$ cat src/rtl/key_event_pkg.sv
// Shared definitions for the PS/2 key event FIFO: prefix bytes, decoder
// state encoding and the stored event layout.
package key_event_pkg;

    localparam logic [7:0] PFX_EXT = 8'hE0;   // extended-key prefix
    localparam logic [7:0] PFX_BRK = 8'hF0;   // key-release prefix
    localparam int         EV_W    = 10;      // {break, ext, code}

    typedef enum logic [1:0] {
        IDLE     = 2'd0,
        GOT_E0   = 2'd1,
        GOT_F0   = 2'd2,
        GOT_E0F0 = 2'd3
    } dec_state_e;

    typedef struct packed {
        logic       brk;
        logic       ext;
        logic [7:0] code;
    } key_ev_t;

endpackage

$ cat src/rtl/sync_fifo.sv
// Show-ahead synchronous FIFO with count-based full/empty, sticky overflow
// on dropped writes, and a head output forced to zero while empty.
module sync_fifo #(
    parameter int W     = 10,
    parameter int DEPTH = 8,
    localparam int AW   = $clog2(DEPTH),
    localparam int CNTW = AW + 1
) (
    input  logic            clk_i,
    input  logic            clr_i,
    input  logic            wr_en_i,
    input  logic [W-1:0]    wr_data_i,
    input  logic            rd_en_i,
    input  logic            ovf_clr_i,
    output logic            rd_valid_o,
    output logic [W-1:0]    rd_data_o,
    output logic [CNTW-1:0] count_o,
    output logic            overflow_o
);

    logic [W-1:0]    mem_q [DEPTH];
    logic [AW-1:0]   rptr_q, wptr_q;
    logic [CNTW-1:0] cnt_q, cnt_d;
    logic            ovf_q;
    logic            empty, full, do_pop, do_push, drop;

    assign empty   = (cnt_q == '0);
    assign full    = (cnt_q == CNTW'(DEPTH));
    assign do_pop  = rd_en_i & ~empty;
    // A pop in the same cycle frees the slot, so a full FIFO still accepts.
    assign do_push = wr_en_i & (~full | do_pop);
    assign drop    = wr_en_i & full & ~do_pop;

    // Occupancy follows the net effect of push and pop.
    always_comb begin
        cnt_d = cnt_q;
        if (do_push && !do_pop)      cnt_d = cnt_q + 1'b1;
        else if (do_pop && !do_push) cnt_d = cnt_q - 1'b1;
    end

    // Pointers, count and sticky overflow; a drop beats a simultaneous clear.
    always_ff @(posedge clk_i or negedge clr_i) begin
        if (!clr_i) begin
            rptr_q <= '0;
            wptr_q <= '0;
            cnt_q  <= '0;
            ovf_q  <= 1'b0;
        end else begin
            if (do_push) wptr_q <= wptr_q + 1'b1;
            if (do_pop)  rptr_q <= rptr_q + 1'b1;
            cnt_q <= cnt_d;
            if (drop)           ovf_q <= 1'b1;
            else if (ovf_clr_i) ovf_q <= 1'b0;
        end
    end

    // Storage array is not reset; the empty mask hides stale contents.
    always_ff @(posedge clk_i) begin
        if (do_push) mem_q[wptr_q] <= wr_data_i;
    end

    assign rd_valid_o = ~empty;
    assign rd_data_o  = empty ? '0 : mem_q[rptr_q];
    assign count_o    = cnt_q;
    assign overflow_o = ovf_q;

endmodule

$ cat src/rtl/key_event_fifo.sv
// PS/2 scan-code prefix decoder feeding a show-ahead key event FIFO.
// Optional macro KEY_EVENT_FIFO_BREAK_EN: when defined, key releases are
// stored; otherwise they are decoded and dropped, and ev_break reads 0.
module key_event_fifo
    import key_event_pkg::*;
#(
    parameter int DEPTH = 8,
    parameter int CW    = $clog2(DEPTH) + 1
) (
    input  logic          clk,
    input  logic          clr,
    input  logic          rx_valid,
    input  logic [7:0]    rx_code,
    input  logic          rd_en,
    input  logic          ovf_clr,
    output logic          ev_valid,
    output logic [7:0]    ev_code,
    output logic          ev_break,
    output logic          ev_ext,
    output logic [CW-1:0] count,
    output logic          overflow
);

    localparam int CNTW = $clog2(DEPTH) + 1;

    dec_state_e      state_q;
    logic            is_ext, is_brk, is_data, push;
    key_ev_t         new_ev, head;
    logic [CNTW-1:0] fifo_cnt;

    assign is_ext  = (rx_code == PFX_EXT);
    assign is_brk  = (rx_code == PFX_BRK);
    assign is_data = ~is_ext & ~is_brk;

    assign new_ev.brk  = (state_q == GOT_F0) || (state_q == GOT_E0F0);
    assign new_ev.ext  = (state_q == GOT_E0) || (state_q == GOT_E0F0);
    assign new_ev.code = rx_code;

    // Push is taken straight from the receive strobe so an event is visible
    // the cycle after its final byte arrives.
`ifdef KEY_EVENT_FIFO_BREAK_EN
    assign push = rx_valid & is_data;
`else
    assign push = rx_valid & is_data & ~new_ev.brk;
`endif

    // Prefix decoder: E0 always restarts as a plain extended prefix, F0 adds
    // the release flag, any other byte completes the event.
    always_ff @(posedge clk or negedge clr) begin
        if (!clr) begin
            state_q <= IDLE;
        end else if (rx_valid) begin
            if (is_ext) begin
                state_q <= GOT_E0;
            end else if (is_brk) begin
                case (state_q)
                    IDLE:    state_q <= GOT_F0;
                    GOT_E0:  state_q <= GOT_E0F0;
                    default: state_q <= state_q;
                endcase
            end else begin
                state_q <= IDLE;
            end
        end
    end

    sync_fifo #(
        .W     (EV_W),
        .DEPTH (DEPTH)
    ) u_fifo (
        .clk_i      (clk),
        .clr_i      (clr),
        .wr_en_i    (push),
        .wr_data_i  (new_ev),
        .rd_en_i    (rd_en),
        .ovf_clr_i  (ovf_clr),
        .rd_valid_o (ev_valid),
        .rd_data_o  (head),
        .count_o    (fifo_cnt),
        .overflow_o (overflow)
    );

    assign ev_code = head.code;
    assign ev_ext  = head.ext;
`ifdef KEY_EVENT_FIFO_BREAK_EN
    assign ev_break = head.brk;
`else
    logic unused_brk;
    assign unused_brk = head.brk;
    assign ev_break   = 1'b0;
`endif
    assign count = CW'(fifo_cnt);

endmodule
$ cat config.mk
export PLATFORM = sky130hd
export DESIGN_NAME = key_event_fifo
export DESIGN_NICKNAME = d
export VERILOG_FILES = /design/src/rtl/key_event_pkg.sv /design/src/rtl/sync_fifo.sv /design/src/rtl/key_event_fifo.sv
export SDC_FILE = /design/constraint.sdc
export NUM_CORES = 1
export LEC_CHECK = 0
export BUFFER_PORTS_ARGS = -buffer_cell sky130_fd_sc_hd__buf_2
export CAP_MARGIN = 15
export CORE_MARGIN = 8
export CORE_UTILIZATION = 51
export DETAILED_ROUTE_END_ITERATION = 16
export HOLD_SLACK_MARGIN = 0.06
export PLACE_DENSITY = 0.67
export RECOVER_POWER = 25
export SLEW_MARGIN = 20
export SYNTH_ARGS = -nofsm -noshare
export SYNTH_HDL_FRONTEND = slang
export SYNTH_SLANG_ARGS = --single-unit
$ cat constraint.sdc
create_clock -name clk -period 6 [get_ports clk]
set_input_delay 0.9 -clock clk [delete_from_list [all_inputs] [get_ports clk]]
set_output_delay 0.9 -clock clk [all_outputs]
set_load 0.03 [all_outputs]
==> results of run 1 <==
## final cells by class
cell class | instances | area, sq um | area share (%)
Inverter | 6 | 22.5 | 0.579
Multi-Input combinational cell | 97 | 971 | 24.9
Sequential cell | 85 | 2490 | 63.9
Clock inverter | 4 | 25.0 | 0.643
Timing Repair Buffer | 29 | 141 | 3.63
Tap cell | 80 | 100 | 2.57
Clock buffer | 12 | 145 | 3.73
## Yosys cell counts (all sizes together), types with 3 or more instances
cell	count	area (sq um)
ha	5	62.6
mux2i	10	100
nor2	16	67.6
clkbuf	4	16.3
mux2	3	33.8
o21ai	3	15.0
buf	4	23.8
a21oi	3	15.0
nand2	8	30.0
dfrtp	13	325
nor3	5	25.0
inv	6	22.5
mux4	18	405
edfxtp	72	2160
xnor2	4	35.0
## metal layers
metal  track usage (%)  share of wire (%)  routed length, um
met5                 0                  0                  0
met4              7.56                2.5                159
met3              3.24                4.8                308
met2              21.2                 48               3040
met1              18.2                 45               2890
## worst max-delay path, cell delays in order
cell	delay (ps)
clkbuf_1	320
nand4b_1	220
o41a_1	390
nand2_1	110
inv_1	50
ha_1	230
inv_1	150
ha_1	260
a21o_1	200
a2111oi_0	420
o31ai_1	130
## state kept, by name (all words and copies together) (netlist names)
| name | count |
|---|---|
| u_fifo.mem_q | 72 |
| u_fifo.count_o | 4 |
| u_fifo.rptr_q | 3 |
| u_fifo.wptr_q | 3 |
| state_q | 2 |
| u_fifo.overflow_o | 1 |
## report_power, final
group | total, W | switching (W) | internal (W)
clock network | 0.000354 | 0.000193 | 0.000161
registers | 0.000844 | 0.0000993 | 0.000745
logic | 0.000702 | 0.000401 | 0.000301
## through the flow
stage / instance area (sq um) / instances
floorplan: 3520 / 196
global placement: 3730 / 297
detailed placement: 3730 / 297
CTS: 3900 / 313
global route: 3890 / 313
finish: 3890 / 313
## cell usage in the layout, fill, tap and decap left out, types with 5 or more instances in the layout
cell / instances
nand2_1: 8
buf_2: 20
mux4_2: 18
clkbuf_1: 9
edfxtp_1: 72
nor2_1: 15
clkbuf_8: 10
inv_1: 6
mux2i_1: 10
ha_1: 5
dfrtp_1: 13
## path summary, 6_finish.rpt
kind | cells after the start | start | end
max | 11 | rx_code[7] | u_fifo.count_o[3]$_DFFE_PN0P_
min | 2 | u_fifo.overflow_o$_DFFE_PN0P_ | u_fifo.overflow_o$_DFFE_PN0P_
max reg2reg | 10 | u_fifo.count_o[0]$_DFFE_PN0P_ | u_fifo.count_o[3]$_DFFE_PN0P_
min reg2reg | 2 | u_fifo.overflow_o$_DFFE_PN0P_ | u_fifo.overflow_o$_DFFE_PN0P_
max in group asynchronous | 1 | clr | u_fifo.wptr_q[2]$_DFFE_PN0P_
min in group asynchronous | 1 | clr | u_fifo.wptr_q[1]$_DFFE_PN0P_
## logic make-up (layout without fill, tap and decap cells)
| group | after synthesis | count (layout) | share of synthesized area, % |
|---|---|---|---|
| flip-flops | 85 | 85 | 70.7 |
| AND/OR/NAND/NOR | 41 | 41 | 5.98 |
| multiplexers | 31 | 31 | 15.3 |
| buffers and inverters | 14 | 51 | 1.78 |
| AO/OA/AOI/OAI | 13 | 13 | 2.46 |
| adder cells (fa/ha/maj) | 6 | 6 | 2.35 |
| XOR/XNOR | 5 | 5 | 1.25 |
| other | 1 | 1 | 0.107 |
==> implementation parameters, run 1 <==
Parameter                              Value

Outcome
  Result of the run    finished clean

Route
  Vias/cell    around 5.7
  WL final    around 6.4 mm
  Total via count after detailed routing    1,778
  Drt drc    0
  ANT nets after route    0
  Detailed Routing Iterations Pass 1    4
  WL per Instance    around 20 um
  Initial DRC count    approximately 90

Setup path
  Startpoint Class    primary input
  Data required time of the critical path    between 6000 and 7000 ps
  Critical path endpoint category    register
  Setup Crit Path Kind    primary input to register
  Arrival @ worst endpoint    ~3400 ps
  Maximum fanout count along the critical path    9
  Reg2reg setup slack    approximately 3000 ps

Logic synthesis
  Synthesized instance count    approximately 200
  Share of async-settable or async-resettable flops after synthesis    about 15%
  Proportion of synthesized chip area in sequential cells    a little over two thirds
  Cell area after technology mapping    between 3000 and 4000 sq um
  Per-instance average area after synthesis    ~18 sq um
  Number of flip-flops and latches in the synthesized netlist    between 80 and 90
  Net count after synthesis    215
  Count of yosys warnings during synthesis    0
  Most instantiated flip-flop cell in the synthesis netlist    edfxtp_1
  Post-synth EDFFs    ~70
  Unique masters post-synth    38

CTS
  H-tree levels    3
  Total number of clock tree sinks    85
  Post-CTS sizing    0
  Worst-skew pair later-pin latency    340 ps
  Clock tree from TritonCTS    yes
  Clk Tree Root Cell    clkbuf_8
  Buffers from clock root to sink, at most    2
  Number of buffers inserted by post-CTS setup repair    0
  Cts hold-fix bufs    0
  Total clock buffers created by CTS    9
  Clock edge transition at the registers on the reported setup and hold paths    roughly 80 ps

GRT
  Initial antenna violation count    0
  Total grt overflow    0
  Maximum number of pins on one net before global-route repair    21
  Global routing usage summed across all routing layers    14.0%
  Vias in the first global route    1,842
  Global-route wire length before repair    just over 10 mm

Timing
  Max-slew violation count    0
  Unrepaired setup endpoints after global routing    no
  Setup Viol. Count Final    0
  Total negative slack for setup checks    0 ps
  Worst-margin pin slew    about 1000 ps
  Worst-case setup margin in the final layout    2840 ps
  Tcrit/Tclk final    a little over half
  Period minus WS final    between 3000 and 4000 ps
  Clock skew after layout    8.27 ps
  Max-slew headroom at the worst pin    between 30% and 40%
  Timing-limited maximum frequency    around 320 MHz
  Final hold viol count    0
  Hold_ws    between 500 and 600 ps

Layout
  Post-Route Utilization    between 50 and 60%
  Filler Cells Inserted    around 530
  P&R area growth vs syn    10.7%
  Net count of the finished layout    around 250
  Fraction of final layout cells sized beyond drive strength 1    a little over a quarter
  Antenna diodes    0

Job
  Reported max-cap violation count    0

Pwr
  Tot Pwr    around 0.0019 W
  Cell Pwr Density    roughly 500 nW/um^2
  Leak    1.37 nW
  Worst voltage drop across the vdd grid    roughly 0.00028 V

Die
  Chip Width    99.0 um
  Number of primary I/O pins    29
  Total Die Area    ~9800 sq um
  Effective utilization at floorplan    a little over half
  Number of placement rows    30
  Area inside the core boundary    6720 sq um
  Die Y    99.0 um

Place
  Port buffer count    27
  Detail Placement HPWL    between 4 and 5 mm
  Weighted congestion reported at the end of routability-driven placement    between 0.7 and 0.8
  Setup slack after placement    2660 ps

Worst hold path
  Worst hold path type    register to register
(Power assumes the default switching activity.)
==> run 2, diff against run 1 <==
--- a/config.mk
+++ b/config.mk
@@ -5,13 +5,14 @@
 export SDC_FILE = /design/constraint.sdc
 export NUM_CORES = 1
 export LEC_CHECK = 0
+export ABC_AREA = 1
 export BUFFER_PORTS_ARGS = -buffer_cell sky130_fd_sc_hd__buf_2
 export CAP_MARGIN = 15
 export CORE_MARGIN = 8
 export CORE_UTILIZATION = 51
 export DETAILED_ROUTE_END_ITERATION = 16
 export HOLD_SLACK_MARGIN = 0.06
-export PLACE_DENSITY = 0.67
+export PLACE_DENSITY = 0.69
 export RECOVER_POWER = 25
 export SLEW_MARGIN = 20
 export SYNTH_ARGS = -nofsm -noshare
==> constraint.sdc (replaced) <==
create_clock -name clk -period 2.6 [get_ports clk]
set_input_delay 0.39 -clock clk [delete_from_list [all_inputs] [get_ports clk]]
set_output_delay 0.39 -clock clk [all_outputs]
set_load 0.03 [all_outputs]
==> implementation parameters, run 2 <==
Parameter                              Value

Setup path
  Startpoint Class    register
  FF-to-FF End    u_fifo.count_o[3]$_DFFE_PN0P_
  Crit path cell chain    inv_4 -> o21ai_0 -> o21ai_1 -> nor2_1 -> nor2_1 -> buf_2
  Cell repeated most along the worst path    nor2_1
  Worst setup endpoint    ev_code[5]
  Reg2reg setup slack    390 ps (-2620 ps)
  Worst R2R Start    u_fifo.count_o[1]$_DFFE_PN0P_
  Setup crit start    u_fifo.rptr_q[0]$_DFFE_PN0N_
  Slowest stage delay, CP    490 ps (+70 ps)
  Arrival @ worst endpoint    1960 ps (-1430 ps)
  Data required time of the critical path    2210 ps (-4010 ps)
  Slowest cell on the critical path    dfrtp_1
  Maximum fanout count along the critical path    37 (+28)
  Critical path endpoint category    output port
  Setup Crit Path Kind    register to output port
  FF-to-FF path depth    12 (+2)

Timing
  Clock skew after layout    4.93 ps (-3.34 ps)
  Final hold viol count    0 (unchanged)
  Worst-margin pin slew    742 ps (-304 ps)
  Total negative slack for setup checks    0 ps (unchanged)
  Max-slew violation count    0 (unchanged)
  Period minus WS final    between 2000 and 2500 ps
  Timing-limited maximum frequency    426 MHz
  Setup Viol. Count Final    0 (unchanged)
  Max-slew headroom at the worst pin    50.5% (+20 points)
  Unrepaired setup endpoints after global routing    no
  Tcrit/Tclk final    approximately nine tenths

Logic synthesis
  Cell taking the most area after synthesis    edfxtp_1
  Most instantiated flip-flop cell in the synthesis netlist    edfxtp_1
  Post-synth EDFFs    72 (unchanged)
  Per-instance average area after synthesis    11.0 sq um (-39%)
  Net count after synthesis    359 (+67%)
  Top-count cell post-synth    nor2_1
  Unique masters post-synth    28 (-26%)
  Synthesized instance count    340 (+73%)
  Share of the synthesized area in the top cell type    57.7% (-3.8 points)
  Most area-consuming cells after synthesis    edfxtp_1 58%, nor2_1 9.6%, dfrtp_1 8.7%, o21ai_1 3.5%, nand2_1 3.2%
  Number of flip-flops and latches in the synthesized netlist    85 (unchanged)
  Proportion of synthesized chip area in sequential cells    66.4% (-4.3 points)
  Cell area after technology mapping    3750 sq um (+6.5%)
  Share of async-settable or async-resettable flops after synthesis    15.3% (unchanged)
  Count of yosys warnings during synthesis    0 (unchanged)
  Most instantiated cells after synthesis    96 x nor2_1, 72 x edfxtp_1, 32 x nand2_1, 26 x o21ai_1, 23 x o21ai_0

Pwr
  Switching power share of the total    42.8% (+6.3 points)
  Net switching power    0.00196 W (+180%)
  Power share of the sequential group    41.0% (-3.4 points)
  Leak    1.59 nW (+16%)
  Share of total power in combinational logic    42.3% (+5.4 points)
  Cell Pwr Density    1110 nW/um^2 (+130%)
  Internal Pwr Total    0.00262 W (+120%)
  Proportion of power drawn by the clock network    16.7% (-1.9 points)
  Worst voltage drop across the vdd grid    0.000732 V (+160%)

Layout
  Register with the most flip-flops    u_fifo.mem_q
  Antenna diodes    0 (unchanged)
  Net count of the finished layout    395 (+60%)
  Max FFs per register    72 (unchanged)
  Final instance count without filler cells    479 (+53%)
  Highest-count cells in the layout ignoring fill and taps    96 x nor2_1, 72 x edfxtp_1, 32 x nand2_1
  Filler Cells Inserted    622 (+17%)
  P&R area growth vs syn    10.5%
  Fraction of final layout cells sized beyond drive strength 1    15.0% (-11 points)
  Most common cell after layout, fill and taps aside    nor2_1
  Multi-input gate area    1070 sq um (+11%)
  Sequential standard cell area    2490 sq um (about the same)

Route
  WL final    7.58 mm (+18%)
  Detailed Routing Iterations Pass 1    4 (unchanged)
  Vias/cell    5.14 (-9.6%)
  WL per Instance    15.8 um (-23%)
  Drt drc    0 (unchanged)
  Total via count after detailed routing    2,460 (+38%)
  ANT nets after route    0 (unchanged)
  Initial DRC count    135 (+48%)

GRT
  Vias in the first global route    2,467 (+34%)
  Global-route wire length before repair    12.1 mm (+20%)
  Maximum number of pins on one net before global-route repair    38 (+81%)
  Global routing usage summed across all routing layers    15.8% (+1.8 points)
  Total grt overflow    0 (unchanged)
  Initial antenna violation count    0 (unchanged)

CTS
  Clk Tree Root Cell    clkbuf_8
  Buffers from clock root to sink, at most    2 (unchanged)
  Total number of clock tree sinks    85 (unchanged)
  Worst-skew pair later-pin latency    330 ps (about the same)
  Clock edge transition at the registers on the reported setup and hold paths    80 ps (about the same)
  Number of buffers inserted by post-CTS setup repair    0 (unchanged)
  H-tree levels    3 (unchanged)
  Clock tree from TritonCTS    yes
  Total clock buffers created by CTS    9 (unchanged)

Worst hold path
  Hold Path Cell Cnt    2 (unchanged)
  Worst hold path type    primary input to register

Outcome
  Result of the run    finished clean

Die
  Number of primary I/O pins    29 (unchanged)
  Die Y    102 um (+2.7%)
  Chip Width    102 um (+2.7%)
  Effective utilization at floorplan    52.2% (-0.12 points)
  Number of placement rows    31 (+3.3%)
  Total Die Area    10,300 sq um (+5.5%)
  Area inside the core boundary    7180 sq um (+6.8%)

Place
  Dpl cells    463 (+56%)
  Port buffer count    27 (unchanged)
  Weighted congestion reported at the end of routability-driven placement    0.812 (+4.2%)
  Detail Placement HPWL    4.81 mm (+17%)

Job
  Reported max-cap violation count    0 (unchanged)
run 2: cell count changes in the layout (fill, tap and decap cells not counted), sizes merged, moves of 10 or more:
cell | previous run | this run
buf | 22 | 34
mux2i | 10 | 0
mux4 | 18 | 0
nand2 | 8 | 34
nand3 | 2 | 19
nor2 | 16 | 100
o21ai | 3 | 49
run 2: timing repair:
action,in CTS,in global routing
hold buffers,1,0
endpoints found under the hold margin,13,0
gates resized for setup,0,1
setup endpoints to repair,0,1
run 2: routing by layer:
layer | up-vias | global-route usage (%) | routed length (um)
met3 | 11 | 3.16 | 381
met2 | 67 | 25.7 | 3660
met5 | - | 0 | 0
met4 | 0 | 8.71 | 188
met1 | 1159 | 19.2 | 3350
li1 | 1223 | - | -
run 2: worst min-delay path by stage:
stage | from | end
4_1_cts | ovf_clr | u_fifo.overflow_o$_DFFE_PN0P_
5_1_grt | ovf_clr | u_fifo.overflow_o$_DFFE_PN0P_
3_3_place_gp | clr | u_fifo.overflow_o$_DFFE_PN0P_
6_report | ovf_clr | u_fifo.overflow_o$_DFFE_PN0P_
2_1_floorplan | clr | state_q[0]$_DFFE_PN0P_
3_5_place_dp | clr | u_fifo.overflow_o$_DFFE_PN0P_
run 2: logic make-up after synthesis:
logic type               after synthesis  share of synthesized area [%]
flip-flops                            85                           66.4
adder cells (fa/ha/maj)                6                           2.20
buffers and inverters                 31                           4.94
other                                  1                          0.100
XOR/XNOR                               7                           1.64
AO/OA/AOI/OAI                         52                           6.95
AND/OR/NAND/NOR                      158                           17.8
run 2: cell type report:
class | count | area share [%]
multi-input cells | 224 | 25.9
well taps | 99 | 2.99
flip-flops and latches | 85 | 60.1
repair buffers | 42 | 5.83
inverters | 14 | 1.33
clock inverters | 5 | 0.695
clock buffers | 10 | 3.08
run 2: worst max-delay path: cells and delay by family (launching register included):
| kind | cells | cell delay, ps |
|---|---|---|
| AO/OA/AOI/OAI | 2 | 260 |
| buffers and inverters | 2 | 600 |
| flip-flops | 1 | 490 |
| AND/OR/NAND/NOR | 2 | 270 |
run 2: power by group through the flow:
stage                     logic [W]  clock network (W)  registers (W)
after floorplan             0.00153                  0        0.00184
after global placement      0.00193                  0        0.00190
after detailed placement    0.00196                  0        0.00191
after CTS                   0.00197           0.000784        0.00188
after global routing        0.00218           0.000837        0.00191
final                       0.00194           0.000765        0.00188
run 2: through the flow:
stage / hold slack [ps] / instance area (sq um) / util, % / setup slack [ps] / power, W
after floorplan: 94.4 / 3750 / - / 329 / 0.00337
after global placement: 294 / 3980 / 55.5 / 345 / 0.00383
after detailed placement: 298 / 3980 / 55.5 / 274 / 0.00387
after CTS: 225 / 4150 / 57.8 / 139 / 0.00463
after global routing: 231 / 4140 / 57.7 / 23.1 / 0.00493
final: 236 / 4140 / 57.7 / 255 / 0.00459
==> run 3, diff against run 2 <==
--- a/config.mk
+++ b/config.mk
@@ -12,7 +12,7 @@
 export CORE_UTILIZATION = 51
 export DETAILED_ROUTE_END_ITERATION = 16
 export HOLD_SLACK_MARGIN = 0.06
-export PLACE_DENSITY = 0.69
+export PLACE_DENSITY = 0.83
 export RECOVER_POWER = 25
 export SLEW_MARGIN = 20
 export SYNTH_ARGS = -nofsm -noshare
==> constraint.sdc (replaced) <==
create_clock -name clk -period 2.6 [get_ports clk]
set_input_delay 0.26 -clock clk [delete_from_list [all_inputs] [get_ports clk]]
set_output_delay 0.26 -clock clk [all_outputs]
set_load 0.03 [all_outputs]
==> implementation parameters, run 3 (same netlist as run 2, synthesis figures left out) <==
Parameter                              Value

Route
  ANT nets after route    0 (unchanged)
  WL final    7.54 mm (-0.50%)
  Total via count after detailed routing    2,576 (+4.7%)
  WL per Instance    15.7 um (-0.50%)
  Vias/cell    5.38 (+4.7%)
  Drt drc    0 (unchanged)
  Detailed Routing Iterations Pass 1    6 (+2)
  Initial DRC count    205 (+52%)

Setup path
  Sum of buffers and inverters on the critical path    2 (unchanged)
  Maximum fanout count along the critical path    15 (-59%)
  Cell repeated most along the worst path    nor2_1
  Crit path cell chain    buf_4 -> o21ai_0 -> o21ai_1 -> nor2_1 -> nor2_1 -> buf_2
  Cell class contributing the biggest share of worst-path delay    flip-flops
  Slowest stage delay, CP    700 ps (+210 ps)
  Slowest cell on the critical path    dfrtp_1
  Startpoint Class    register
  Data required time of the critical path    2340 ps (+130 ps)
  Setup Crit Path Kind    register to output port
  Critical path endpoint category    output port
  Arrival @ worst endpoint    2160 ps (+200 ps)

Timing
  Timing-limited maximum frequency    413 MHz (-3.1%)
  Setup Viol. Count Final    0 (unchanged)
  Clock skew after layout    10.5 ps (+5.61 ps)
  Period minus WS final    2420 ps (+74.2 ps)
  Max-slew violation count    0 (unchanged)
  Final hold viol count    0 (unchanged)
  Total negative slack for setup checks    0 ps (unchanged)
  Tcrit/Tclk final    93.0% (+2.9 points)
  Unrepaired setup endpoints after global routing    no
  Worst-margin pin slew    733 ps (-9.05 ps)
  Max-slew headroom at the worst pin    51.1% (+0.60 points)

Die
  Number of primary I/O pins    29 (unchanged)
  Chip Width    102 um (unchanged)
  Area inside the core boundary    7180 sq um (unchanged)
  Effective utilization at floorplan    52.2% (unchanged)
  Die Y    102 um (unchanged)
  Total Die Area    10,300 sq um (unchanged)
  Number of placement rows    31 (unchanged)

Layout
  Sequential standard cell area    2490 sq um (about the same)
  Filler Cells Inserted    563 (-9.5%)
  P&R area growth vs syn    12.0%
  Register with the most flip-flops    u_fifo.mem_q
  Max FFs per register    72 (unchanged)
  Final instance count without filler cells    479 (unchanged)
  Final design instance area without fill    4200 sq um (+1.4%)
  Most common cell after layout, fill and taps aside    nor2_1
  Post-Route Utilization    58.5% (+0.80 points)
  Net count of the finished layout    394 (-0.25%)
  Fraction of final layout cells sized beyond drive strength 1    15.0% (unchanged)
  Highest-count cells in the layout ignoring fill and taps    96 x nor2_1, 72 x edfxtp_1, 32 x nand2_1
  Multi-input gate area    1070 sq um (unchanged)
  Antenna diodes    0 (unchanged)

CTS
  Total number of clock tree sinks    85 (unchanged)
  Buffers from clock root to sink, at most    2 (unchanged)
  Clk Tree Root Cell    clkbuf_8
  Clock tree from TritonCTS    yes
  Worst-skew pair later-pin latency    350 ps (+20 ps)
  H-tree levels    3 (unchanged)
  Total clock buffers created by CTS    9 (unchanged)
  Number of buffers inserted by post-CTS setup repair    0 (unchanged)
  Clock edge transition at the registers on the reported setup and hold paths    80 ps (about the same)
  Post-CTS sizing    0 (unchanged)

GRT
  Total grt overflow    0 (unchanged)
  Maximum number of pins on one net before global-route repair    38 (unchanged)
  Vias in the first global route    2,426 (-1.7%)
  Initial antenna violation count    0 (unchanged)
  Global-route wire length before repair    11.9 mm (-1.3%)
  Global routing usage summed across all routing layers    15.4% (-0.38 points)
  Met2 Usage GRT    24.8% (-0.86 points)
  Met1 usage in global routing    18.5% (-0.63 points)
  Met3 Use GR    3.92% (+0.76 points)
  Gr busiest metal    met2

Outcome
  Result of the run    finished clean

Pwr
  Tot Pwr    0.00484 W (+5.4%)
  Leak    1.62 nW (+2.0%)
  Cell Pwr Density    1150 nW/um^2 (+4.0%)
  Worst voltage drop across the vdd grid    0.000737 V (+0.64%)

Place
  Instance area at placement    3970 sq um (-0.19%)
  Detail Placement HPWL    4.89 mm (+1.7%)
  Weighted congestion reported at the end of routability-driven placement    0.828 (+1.9%)
  Port buffer count    27 (unchanged)
  Dpl cells    462 (-0.22%)

Job
  Reported max-cap violation count    0 (unchanged)

Worst hold path
  Worst hold path type    primary input to register
[run 3: cell count changes in the layout (fill, tap and decap cells not counted)]
cell        before  now
buf_4           14   13
bufinv_16        0    2
clkbuf_1         8    7
clkinv_2         2    0
clkinv_4         0    3
clkinvlp_4       2    0
dfrtp_1         12   13
dfrtp_2          1    0
inv_6            0    1
[run 3: per-layer routing]
| layer | part of all wire, % | vias up |
|---|---|---|
| li1 | - | 1223 |
| met1 | 41 | 1219 |
| met2 | 49 | 116 |
| met3 | 7.0 | 18 |
| met4 | 2.7 | 0 |
| met5 | 0 | - |
[run 3: path summary, 6_finish.rpt]
path                                               startpoint  depth (start not counted)                             to  slack [ps]
worst max register to register  u_fifo.count_o[0]$_DFFE_PN0P_                         12  u_fifo.count_o[3]$_DFFE_PN0P_         400
worst max-delay path             u_fifo.rptr_q[1]$_DFFE_PN0N_                          6                     ev_code[3]         180
worst min-delay path                                  ovf_clr                          2  u_fifo.overflow_o$_DFFE_PN0P_          80
min in group asynchronous                                 clr                          2   u_fifo.wptr_q[1]$_DFFE_PN0P_         310
max in group asynchronous                                 clr                          2   u_fifo.rptr_q[1]$_DFFE_PN0N_        2050
worst min register to register  u_fifo.overflow_o$_DFFE_PN0P_                          2  u_fifo.overflow_o$_DFFE_PN0P_         530
[run 3: area by class of cell]
type / instances / share of cell area [%]
sequential: 85 / 59.3
multi-input combinational: 224 / 25.6
timing repair buffer: 41 / 5.58
clock buffer: 9 / 2.95
tap: 99 / 2.95
clock inverter: 7 / 2.36
inverter: 14 / 1.31
[run 3: power by group]
group / internal (W) / switching, W
logic: 0.000630 / 0.00132
registers: 0.00166 / 0.000232
clock network: 0.000545 / 0.000455
[run 3: stage by stage]
step	hold slack [ps]	worst slack (ps)
2_1_floorplan	-35.6	329
3_3_place_gp	157	431
3_5_place_dp	162	252
4_1_cts	78.1	167
5_1_grt	86.2	18.2
6_report	83.5	181
[run 3: timing repair]
action                                 4_1_cts  5_1_grt
endpoints found under the hold margin       13        0
hold buffers                                 1        0
setup endpoints to repair                    0        0
